`src/rtl/battleship_shot_sequencer.sv`:
```
// rtl/battleship_shot_sequencer.sv - serial shot sequencer over one shared square checker
module battleship_shot_sequencer #(
   parameter int GRID       = 10,
   parameter int MAX_BIG    = 3,
   parameter int SHIP_CELLS = 19
) (
   input  logic       clock,
   input  logic       reset,
   input  logic       score,
   input  logic [3:0] x,
   input  logic [3:0] y,
   input  logic       big,
   output logic       q_valid,
   output logic [3:0] q_x,
   output logic [3:0] q_y,
   input  logic [4:0] q_ship,
   input  logic       q_near,
   output logic       busy,
   output logic       done,
   output logic       is_hit,
   output logic       is_near_miss,
   output logic       is_miss,
   output logic [4:0] biggest_ship,
   output logic [3:0] num_hit,
   output logic [1:0] big_left,
   output logic       wrong,
   output logic [4:0] total_hits,
   output logic       game_over
);

   localparam int         IW   = $clog2(GRID * GRID);
   localparam logic [3:0] GMAX = 4'(GRID);

   typedef enum logic [1:0] {IDLE, CHECK, REPORT, GAMEOVER} state_t;

   state_t             state, state_nx;
   logic               score_q;
   logic [3:0]         cx, cy, k, dx, dy, num_acc, num_nx;
   logic               cbig, hit_acc, near_acc, hit_nx, near_nx;
   logic [4:0]         ship_acc, ship_nx;
   logic [GRID*GRID-1:0] hit_map;
   logic [IW-1:0]      cell_idx;
   logic               req, in_range, accept, reject, last, cell_hit, new_hit;

   assign req      = score & ~score_q;
   assign in_range = (x >= 4'd1) && (x <= GMAX) && (y >= 4'd1) && (y <= GMAX);
   assign accept   = (state == IDLE) && req && in_range && !(big && big_left == 2'd0);
   assign reject   = (state == IDLE) && req && !accept;
   assign last     = cbig ? (k == 4'd8) : (k == 4'd0);

   // Offsets are added modulo 16, so 4'hF steps one cell left/up onto the off-grid ring.
   always_comb begin
      dx = 4'd0;
      dy = 4'd0;
      case (k)
         4'd1:    dx = 4'hF;
         4'd2:    dx = 4'd1;
         4'd3:    dy = 4'hF;
         4'd4:    dy = 4'd1;
         4'd5:    begin dx = 4'hF; dy = 4'hF; end
         4'd6:    begin dx = 4'hF; dy = 4'd1; end
         4'd7:    begin dx = 4'd1; dy = 4'hF; end
         4'd8:    begin dx = 4'd1; dy = 4'd1; end
         default: ;
      endcase
   end

   assign q_x      = cx + dx;
   assign q_y      = cy + dy;
   assign q_valid  = (state == CHECK) && (q_x >= 4'd1) && (q_x <= GMAX)
                     && (q_y >= 4'd1) && (q_y <= GMAX);
   assign cell_idx = IW'((int'(q_y) - 1) * GRID + int'(q_x) - 1);
   assign cell_hit = q_valid && (q_ship != 5'd0);
   assign new_hit  = cell_hit && !hit_map[cell_idx];

   assign hit_nx  = hit_acc | cell_hit;
   assign near_nx = near_acc | (q_valid && (q_ship == 5'd0) && q_near);
   assign ship_nx = ship_acc | (q_valid ? q_ship : 5'd0);
   assign num_nx  = num_acc + {3'd0, cell_hit};

   always_comb begin
      state_nx  = state;
      busy      = 1'b0;
      done      = 1'b0;
      game_over = 1'b0;
      case (state)
         IDLE:     if (accept) state_nx = CHECK;
         CHECK:    begin
                      busy = 1'b1;
                      if (last) state_nx = REPORT;
                   end
         REPORT:   begin
                      busy     = 1'b1;
                      done     = 1'b1;
                      state_nx = (total_hits == 5'(SHIP_CELLS)) ? GAMEOVER : IDLE;
                   end
         GAMEOVER: game_over = 1'b1;
         default:  state_nx = IDLE;
      endcase
   end

   always_ff @(posedge clock) begin
      if (reset) begin
         state        <= IDLE;
         score_q      <= 1'b0;
         cx           <= 4'd0;
         cy           <= 4'd0;
         cbig         <= 1'b0;
         k            <= 4'd0;
         hit_acc      <= 1'b0;
         near_acc     <= 1'b0;
         ship_acc     <= 5'd0;
         num_acc      <= 4'd0;
         hit_map      <= '0;
         is_hit       <= 1'b0;
         is_near_miss <= 1'b0;
         is_miss      <= 1'b0;
         biggest_ship <= 5'd0;
         num_hit      <= 4'd0;
         big_left     <= 2'(MAX_BIG);
         wrong        <= 1'b0;
         total_hits   <= 5'd0;
      end else begin
         score_q <= score;
         state   <= state_nx;
         if (reject) wrong <= 1'b1;
         if (accept) begin
            wrong    <= 1'b0;
            cx       <= x;
            cy       <= y;
            cbig     <= big;
            k        <= 4'd0;
            hit_acc  <= 1'b0;
            near_acc <= 1'b0;
            ship_acc <= 5'd0;
            num_acc  <= 4'd0;
            if (big) big_left <= big_left - 2'd1;
         end
         if (state == CHECK) begin
            k        <= k + 4'd1;
            hit_acc  <= hit_nx;
            near_acc <= near_nx;
            ship_acc <= ship_nx;
            num_acc  <= num_nx;
            if (new_hit) begin
               hit_map[cell_idx] <= 1'b1;
               total_hits        <= total_hits + 5'd1;
            end
            // Results are latched from the folded-in last cell so they appear with done.
            if (last) begin
               is_hit       <= hit_nx;
               is_miss      <= ~hit_nx;
               is_near_miss <= near_nx;
               num_hit      <= num_nx;
               if (ship_nx[4])      biggest_ship <= 5'b10000;
               else if (ship_nx[3]) biggest_ship <= 5'b01000;
               else if (ship_nx[2]) biggest_ship <= 5'b00100;
               else if (ship_nx[1]) biggest_ship <= 5'b00010;
               else if (ship_nx[0]) biggest_ship <= 5'b00001;
               else                 biggest_ship <= 5'b00000;
            end
         end
      end
   end

endmodule

```
`config.mk`:
```
export PLATFORM = sky130hd
export DESIGN_NAME = battleship_shot_sequencer
export DESIGN_NICKNAME = d
export VERILOG_FILES = /design/src/rtl/battleship_shot_sequencer.sv
export SDC_FILE = /design/constraint.sdc
export NUM_CORES = 1
export LEC_CHECK = 0
export CORE_MARGIN = 2
export CORE_UTILIZATION = 42
export CTS_BUF_LIST = sky130_fd_sc_hd__clkbuf_8
export DETAILED_ROUTE_END_ITERATION = 8
export DONT_BUFFER_PORTS = 1
export PLACE_DENSITY = 0.65
export SLEW_MARGIN = 10
export SYNTH_ARGS = -nofsm -noshare
export SYNTH_HDL_FRONTEND = slang
export SYNTH_SLANG_ARGS = --single-unit
```
`constraint.sdc`:
```
create_clock -name clock -period 6.2 [get_ports clock]
set_input_delay 1.24 -clock clock [delete_from_list [all_inputs] [get_ports clock]]
set_output_delay 1.24 -clock clock [all_outputs]
set_load 0.005 [all_outputs]
```
== Word level (Yosys, flattened, before mapping) ==
Index checks and enable logic that the tools add are counted.
Cells by class
  bitwise logic cells: 7
  reduce and logical (&&, ||, !) cells: 37
  equality and inequality tests: 14
  shift-type cells: 0
  multiplexer cells: 28
  add/subtract/negate cells: 9
  $mul: 1
  magnitude comparators: 10
  divide/modulo/power cells: 0
Operators by type and width (number)
  $or 100x100->100: 1
  $mux 5: 4
  $logic_and 1x1->1: 17
  $eq 4x3->1 const B: 4
  $ge 4x1->1 const B: 4
  $le 4x4->1 const B: 4
  $mux 4: 4
  $pmux 4 s2: 2
  $reduce_or 3->1: 4
  $mux 1: 10
  $add 4x4->4: 2
  $eq 4x2->1 const B: 2
  $lt 7x8->1 const B: 1
  $mux 2: 4
  $add 7x5->7: 1
  $bmux 1 s7: 1
  $demux 1 s7: 1
  $ge 7x1->1 const B: 1
  $sub 7x2->7 const B: 1
  $mul 5x4->6 const B: 1
  $pmux 2 s3: 1
  $reduce_and 2->1: 3
  $add 5x1->5 const B: 1
  $eq 5x5->1 const B: 1
  23 further kinds: 31
Storage, ports and cells
  ROM bits: 0
  memory bits (writable): 0
  input port bits: 18
  output and inout port bits: 32
  logic and storage cells: 125
  memories: 0
  bits in registers: 147
  bits in latches: 0

== Logic depth before layout (Yosys ltp) ==
Gate-level depths: netlist of the first run.
  word-level depth: 16
  gate-level depth with buffers: 27

== Worst setup path after synthesis of the first run ==
OpenSTA, ideal clock, no wires.
  path kind: register to register
  from: reg k[1]
  to: reg total_hits[2]
  path slack: 0.694 ns
  data arrival time: 5.385 ns
  required time: 6.079 ns
  cell stages (with the launch flop): 23
  cell sequence: dfxtp_1 > inv_1 > ha_1 > a21o_1 > nor2b_1 > nand3b_1 > ha_1 > fa_1 > xnor2_1 > nand2_1 > xnor2_1 > ha_1 > ha_1 > inv_1 > fa_1 > and3b_1 > a22oi_1 > o2111ai_1 > or2_2 > nor4_4 > o2111ai_2 > a21boi_1 > mux2_2
Between the ends
  word-level cells in the longest chain between the ends: 13
Ends and longest elaborated chain
  start, declared: RTL line 38  | logic [3:0] cx, cy, k, dx, dy, num_acc, num_nx;
  start signal, assigned: RTL line 140  | k <= k + 4'd1;
  $eq 4x4->1, or another cell as far along: RTL line 55  | case (k)
  $reduce_or 3->1 (no line)
  $pmux 4 s2: RTL line 55
  $add 4x4->4: RTL line 69  | assign q_y = cy + dy;
  $sub 4x1->5: RTL line 72  | assign cell_idx = IW'((int'(q_y) - 1) * GRID + int'(q_x) - 1);
  $mul 5x4->6: RTL line 72
  $add 7x5->7: RTL line 72
  $sub 7x2->7: RTL line 72
  $bmux 1 s7: RTL line 74  | assign new_hit = cell_hit && !hit_map[cell_idx];
  $mux 1 (not written as such): RTL line 74
  $logic_not 1->1: RTL line 74
  $logic_and 1x1->1 *: RTL line 74
  $reduce_and 2->1 (no line) *
  end signal, assigned: RTL line 147  | total_hits <= total_hits + 5'd1;
  end, declared: RTL line 27  | output logic [4:0] total_hits,
Mark *: on every way between the ends. The rest lies on a longest branch, timed or not. The select of a mux whose other input is x is not followed.
A chain may end at the register's enable or synchronous reset.

== Worst setup path after layout of the first run ==
  from: reg k[1]
  to: reg total_hits[0]
Between the ends
  word-level cells in the longest chain between the ends: 13
Ends and longest elaborated chain
  $eq 4x4->1, or another cell as far along: RTL line 55
  $reduce_or 3->1 (no line)
  $pmux 4 s2 *: RTL line 55
  $add 4x4->4 *: RTL line 69
  via q_y[1]: RTL line 15  | output logic [3:0] q_y,
  $sub 4x1->5: RTL line 72
  $mul 5x4->6: RTL line 72
  $add 7x5->7: RTL line 72
  $sub 7x2->7: RTL line 72
  $bmux 1 s7: RTL line 74
  $mux 1 (not written as such): RTL line 74
  $logic_not 1->1: RTL line 74
  $logic_and 1x1->1 *: RTL line 74
  $reduce_and 2->1 (no line) *
The timed path passes the listed nets; every way through them passes the cells marked *. The select of a mux whose other input is x is not followed.

==> metrics.md, run 1 <==
| Metric | Value |
|---|---|
| First-pass GRT wire length | 31,500 microns |
| Area of the multi-input gates | 0.00424 sq mm |
| Total of max-cap violations | 0 |
| FMAX | 0.170 GHz |
| Die Y | 138 microns |
| Fin crit period | 5.89 ns |
| Initial antenna violation count | 0 |
| Async SR Flop Fraction | 0% |
| Critical Path RT | 6.55 ns |
| Met1 wire length | 9030 microns |
| Placed instance count | 1,057 |
| Syn Inst Count | 865 |
| Clock slew at reported path FFs | 0.08 ns |
| Remaining antenna violation count | 0 |
| Synth Net Count | 919 |
| Vias in the first global route | 6,054 |
| Type of origin of the critical path | register |
| Row Count | 48 |
| GPL Wtd Cong | 0.896 |
| GRT overflow | 0 |
| Cell family with the largest share of critical-path delay | adder cells |
| Cell with the largest stage delay on the worst path | fa_2 |
| Type of the worst setup path | reg2reg |
| Synthesized flop and latch total | 147 |
| Power per Cell Area | 540 mW/mm^2 |
| GRT Overall Usage | 21.2% |
| Worst EP arrival | 6.24 ns |
| Layout cells sized above 1 | 13.1% |
| Non-filler cells, final | 1,089 |
| VDD IR-drop max | 0.000427 V |
| Final setup fails | 0 |
| # clock sinks | 147 |
| Met3 wire len | 1160 microns |
| DR vias/cell | 5.90 |
| Largest net degree at the start of global routing | 145 |
| CP peak stage delay | 0.63 ns |
| Pleak | 0.00316 uW |
| Commonest non-fill, non-tap cell in the layout | nor2_1 |
| Core area | 0.0174 sq mm |
| Final instance area | 0.00827 sq mm |
| DRC Markers | 0 |
| Final slew viol count | 0 |
| Latest clock arrival within the worst-skew pair | 0.46 ns |
| Buffers & Inverters on Critical Path | 4 |
| Register area share after synthesis | 39.1% |
| Post-synth EDFFs | 0 |
| Die width | 138 microns |
| Via count | 6,420 |
| TritonCTS clock tree | done |
| Setup ws final | 0.306 ns |
| Cell area after placement | 0.00776 sq mm |
| Register Area | 0.00294 sq mm |
| Avg Cell Area, Syn | 8.71 sq um |
| Max Root-Sink Buffers | 2 |
| Initial Utilization | 43.3% |
| Most frequent cells in the layout | nor2_1 (154), dfxtp_1 (147), a31oi_1 (60) |
| Port Buf Inserts | 0 |
| CTS buffer count | 17 |
| Worst hold path type | reg2reg |
| First-pass DRT Iterations | 5 |
| Starting DRT DRC Count | 495 |
| Layout area overhead | 9.68% |
| Yosys cell types | 77 |
| Worst setup EP type | register |
| Fin util | 47.5% |
| CTS Root Cell | clkbuf_8 |
| Dpl hpwl | 13,000 microns |
| Status | completed |
| Cts hold-fix bufs | 0 |
| Clock Skews | 0.0142 ns |
| Worst slew pin tran | 0.904 ns |
| Cell mode on critical path | ha_1 |
| Slew HR | 39.5% |
| Crit path cell chain | inv_1 -> ha_1 -> a21o_1 -> nor2b_2 -> nand3b_1 -> ha_1 -> fa_2 -> inv_1 -> ha_1 -> xnor2_2 -> ha_2 -> inv_1 -> ha_1 -> inv_1 -> ha_1 -> nand3_1 -> and3_2 -> or3_1 -> a21oi_1 -> nor4_4 -> o2111ai_2 -> nand2_1 -> mux2_1 |
| Nets@finish | 905 |
| Post-Route WL | 19,700 microns |
| Total number of H-tree levels | 4 |
| Hold WS | 0.459 ns |
| Setup Slack @ Placement | 0.282 ns |
| Crit path max fanout | 8 |
| FILL cells | 1,666 |
| Number of post-CTS setup repair buffers | 0 |
| Synth warnings | 0 |
| Wirelength per Cell | 18.0 microns |
| Ys flop type | dfxtp_1 |
| Netlist Area Pre-Place | 0.00754 sq mm |
| Die area | 0.0190 sq mm |
| Final Hold Vio Count | 0 |
| DR top layer | met4 |
| Cts repair resizes | 0 |
| ANT cells | 0 |
| Io pins | 50 |
| Period Utilization, post-route | 95.1% |
| Routed wl met2 | 9230 microns |
metrics by stage:
stage | power, uW | TNS, ns
after floorplan | 2810 | 0
after global placement | 3540 | 0
after detailed placement | 3550 | 0
after CTS | 4360 | 0
after global routing | 4710 | -0.00326
final | 4460 | 0
area by class of cell:
class / instances / share of cell area [%]
sequential: 147 / 35.6
clock buffer: 18 / 3.00
inverter: 33 / 1.50
multi-input combinational: 623 / 51.2
clock inverter: 14 / 2.12
timing repair buffer: 29 / 3.13
tap: 225 / 3.41
power breakdown:
part           leakage [uW]  total [uW]  internal, uW  switching [uW]
logic               0.00176        2660           862            1790
registers           0.00119        1000           973            26.1
clock network      0.000217         806           414             392
synthesized netlist by cell type, drive strengths merged, types with 11 or more instances:
cell	instances	area share (%)
nor3	20	1.5
nand2	52	2.6
inv	32	1.6
dfxtp	147	39
mux2	17	2.7
nor2	157	8.0
a21oi	59	3.9
nor2b	11	0.91
a21o	11	1.1
buf	28	2.6
mux2i	21	2.8
clkbuf	34	1.7
o21ai	15	1.0
a41oi	24	2.8
a31oi	61	5.1
ha	32	5.3
worst reg2reg max path: cells and delay by family (launching register included):
kind	cells	cell delay [ns]
adder cells (fa/ha/maj)	7	2.31
AND/OR/NAND/NOR	7	1.60
AO/OA/AOI/OAI	3	0.75
flip-flops	1	0.38
multiplexers	1	0.33
buffers and inverters	4	0.24
XOR/XNOR	1	0.17
routing by layer:
metal  GRT usage (%)  vias up
li1                -     3114
met1            28.2     3107
met2            34.3      178
met3            4.86       21
met4            6.07        0
met5               0        -
worst paths after layout:
kind          from       endpoint  slack, ns  depth (start not counted)
max           k[1]  total_hits[0]       0.31                         23
min          cx[3]          cx[3]       0.46                          2
max reg2reg   k[1]  total_hits[0]       0.31                         23
min reg2reg  cx[3]          cx[3]       0.46                          2
state kept, by name, indices dropped and copies added (netlist names), 2 cells and up:
register,count
hit_map,100
biggest_ship,5
ship_acc,5
total_hits,5
cx,4
cy,4
k,4
num_acc,4
num_hit,4
big_left,2
state,2
cells by family after synthesis:
family / share of synthesized area [%]
AOI/OAI and AO/OA: 21.4
xor gates and xnor gates: 2.37
and+or+nand+nor: 17.9
DFF: 39.1
buffers and inverters: 5.91
muxes: 6.97
adders and majority gates: 6.38
No activity file was read; power rests on OpenSTA's default activity.
==> inputs of run 2 (changes only) <==
--- a/config.mk
+++ b/config.mk
@@ -5,12 +5,14 @@
 export SDC_FILE = /design/constraint.sdc
 export NUM_CORES = 1
 export LEC_CHECK = 0
-export CORE_MARGIN = 2
-export CORE_UTILIZATION = 42
+export CELL_PAD_IN_SITES_DETAIL_PLACEMENT = 2
+export CELL_PAD_IN_SITES_GLOBAL_PLACEMENT = 2
+export CORE_MARGIN = 3
+export CORE_UTILIZATION = 41
 export CTS_BUF_LIST = sky130_fd_sc_hd__clkbuf_8
 export DETAILED_ROUTE_END_ITERATION = 8
 export DONT_BUFFER_PORTS = 1
-export PLACE_DENSITY = 0.65
+export PLACE_DENSITY = 0.91
 export SLEW_MARGIN = 10
 export SYNTH_ARGS = -nofsm -noshare
 export SYNTH_HDL_FRONTEND = slang
==> run 2 against run 1 <==
  * The flow now finishes with violations (negative setup slack)
  * Via count rose by 21%
  * Utilization rose by 0.79 points
  * Largest power group unchanged
  * Critical path type unchanged
  * Non-clock buffer count rose by 9
  * Largest cell class unchanged
==> metrics.md, run 2 (synthesis gave the netlist of run 1 again) <==
| Metric | Value |
|---|---|
| First-pass GRT wire length | 48,600 microns (+54%) |
| GRT Overall Usage | 31.5% (+10 points) |
| Crit path max fanout | 12 (+4) |
| Cell with the largest stage delay on the worst path | fa_2 |
| Final Total Pwr | 5350 uW (+20%) |
| DRC Markers | 0 (unchanged) |
| Slew HR | 12.8% (-27 points) |
| Die Y | 142 microns (+2.6%) |
| Starting DRT DRC Count | 889 (+80%) |
| CP peak stage delay | 0.70 ns (+0.07 ns) |
| Total of max-cap violations | 0 (unchanged) |
| Initial Utilization | 42.7% (-0.59 points) |
| Latest clock arrival within the worst-skew pair | 0.50 ns (+0.04 ns) |
| GPL Wtd Cong | 0.904 (+0.87%) |
| Status | finished with violations |
| Largest register FFs | 100 (unchanged) |
| Register Area | 0.00294 sq mm (about the same) |
| Clock slew at reported path FFs | 0.09 ns (about the same) |
| # clock sinks | 147 (unchanged) |
| Core area | 0.0177 sq mm (+1.4%) |
| Initial antenna violation count | 0 (unchanged) |
| Remaining antenna violation count | 0 (unchanged) |
| Cts hold-fix bufs | 0 (unchanged) |
| Crit path cell chain | inv_1 -> ha_1 -> a21o_1 -> nor2b_2 -> nand3b_1 -> ha_2 -> fa_2 -> inv_2 -> ha_4 -> inv_1 -> ha_1 -> inv_2 -> fa_2 -> buf_12 -> nand2_1 -> o22ai_1 -> a2111oi_0 -> o21ai_0 -> a31oi_1 -> o211ai_1 -> buf_4 -> a21boi_2 -> mux2_2 |
| Max Root-Sink Buffers | 2 (unchanged) |
| Setup Slack @ Placement | -0.0346 ns (-0.317 ns) |
| Final Hold Vio Count | 0 (unchanged) |
| Die area | 0.0200 sq mm (+5.3%) |
| DR vias/cell | 7.05 (+20%) |
| Hold path cells | 2 (unchanged) |
| CTS Root Cell | clkbuf_8 |
| ANT cells | 0 (unchanged) |
| Worst EP arrival | 6.72 ns (+0.48 ns) |
| Fin crit period | 6.35 ns (+0.453 ns) |
| Largest net degree at the start of global routing | 145 (unchanged) |
| Biggest register | hit_map |
| Worst setup EP type | register |
| TritonCTS clock tree | done |
| FILL cells | 1,883 (+13%) |
| Critical Path RT | 6.58 ns (+0.03 ns) |
| Commonest non-fill, non-tap cell in the layout | nor2_1 |
| Clock Skews | 0.0213 ns (+0.00711 ns) |
| Final setup fails | 5 (+5) |
| Die width | 142 microns (+2.6%) |
| Via count | 7,742 (+21%) |
| Pleak | 0.00324 uW (+2.7%) |
| Port Buf Inserts | 0 (unchanged) |
| First-pass DRT Iterations | 5 (unchanged) |
| Period Utilization, post-route | 102% (+7.3 points) |
| Cell area after placement | 0.00772 sq mm (-0.52%) |
| Worst reg2reg path depth | 23 (unchanged) |
| Worst hold path type | reg2reg |
| Wirelength per Cell | 33.0 microns (+83%) |
| Row Count | 48 (unchanged) |
| Type of the worst setup path | reg2reg |
| Nets@finish | 914 (+0.99%) |
| R2R Setup Slk | -0.15 ns (-0.45 ns) |
| Io pins | 50 (unchanged) |
| CTS buffer count | 17 (unchanged) |
| Area of the multi-input gates | 0.00442 sq mm (+4.4%) |
| Power per Cell Area | 628 mW/mm^2 (+16%) |
| Final instance area | 0.00852 sq mm (+3.1%) |
| Final slew viol count | 0 (unchanged) |
| Vias in the first global route | 8,133 (+34%) |
| Total number of H-tree levels | 4 (unchanged) |
| Setup ws final | -0.147 ns (-0.453 ns) |
| Most frequent cells in the layout | nor2_1 (154), dfxtp_1 (146), a31oi_1 (61) |
| VDD IR-drop max | 0.000501 V (+17%) |
| Post-Route WL | 36,300 microns (+85%) |
| Type of origin of the critical path | register |
| Worst slew pin tran | 1.30 ns (+0.394 ns) |
| Layout cells sized above 1 | 16.7% (+3.6 points) |
| Dpl hpwl | 19,400 microns (+49%) |
| Layout area overhead | 13.0% |
| GRT overflow | 0 (unchanged) |
| Failing checks | negative setup slack |
| FMAX | 0.158 GHz (-7.1%) |
run 2: what timing repair did:
item                       CTS  global route
gates cloned                 0             1
resized for setup           18            39
setup buffers                0            10
pin swaps                    4            13
setup endpoints to repair   97           105
run 2: report_power, final:
part | total, uW | leakage, uW | internal, uW | switching, uW
combinational | 3490 | 0.00184 | 1040 | 2450
sequential | 1010 | 0.00119 | 974 | 34.5
clock | 859 | 0.000212 | 378 | 481
run 2: metrics by stage:
stage / util [%] / hold WS (ns) / instances / setup TNS [ns]
global route: 48.2 / 0.497 / 1098 / -4.54
finish: 48.2 / 0.475 / 1098 / -0.265
CTS: 46.5 / 0.476 / 1087 / 0
global placement: 43.7 / 0.444 / 1055 / 0
detailed placement: 43.7 / 0.459 / 1055 / -0.0885
floorplan: - / 0.428 / 865 / 0
run 2: routing by layer:
metal	vias to the layer above	part of all wire, %	GRT usage, %
li1	3120	-	-
met1	3883	37	36.3
met2	549	49	54.2
met3	190	7.7	6.47
met4	0	6.6	17.7
met5	-	0	0
run 2: path summary, 6_finish.rpt:
| path | endpoint | startpoint |
|---|---|---|
| hold / removal | cx[2] | cx[2] |
| setup reg to reg | total_hits[2] | k[1] |
| setup / recovery | total_hits[2] | k[1] |
| hold reg to reg | cx[2] | cx[2] |
run 2: cell type report:
type | instances | area share, %
clock buffer | 17 | 2.75
tap | 225 | 3.30
clock inverter | 15 | 2.19
inverter | 33 | 1.45
sequential | 147 | 34.6
timing repair buffer | 38 | 3.83
multi-input combinational | 623 | 51.9
run 2: critical path, delay by kind of cell (launching register included):
kind / cells / cell delay, ns
flops: 1 / 0.37
mux: 1 / 0.36
buf+inv: 6 / 0.76
compound gates: 7 / 1.94
simple gates: 3 / 0.52
fa+ha+maj: 6 / 2.26
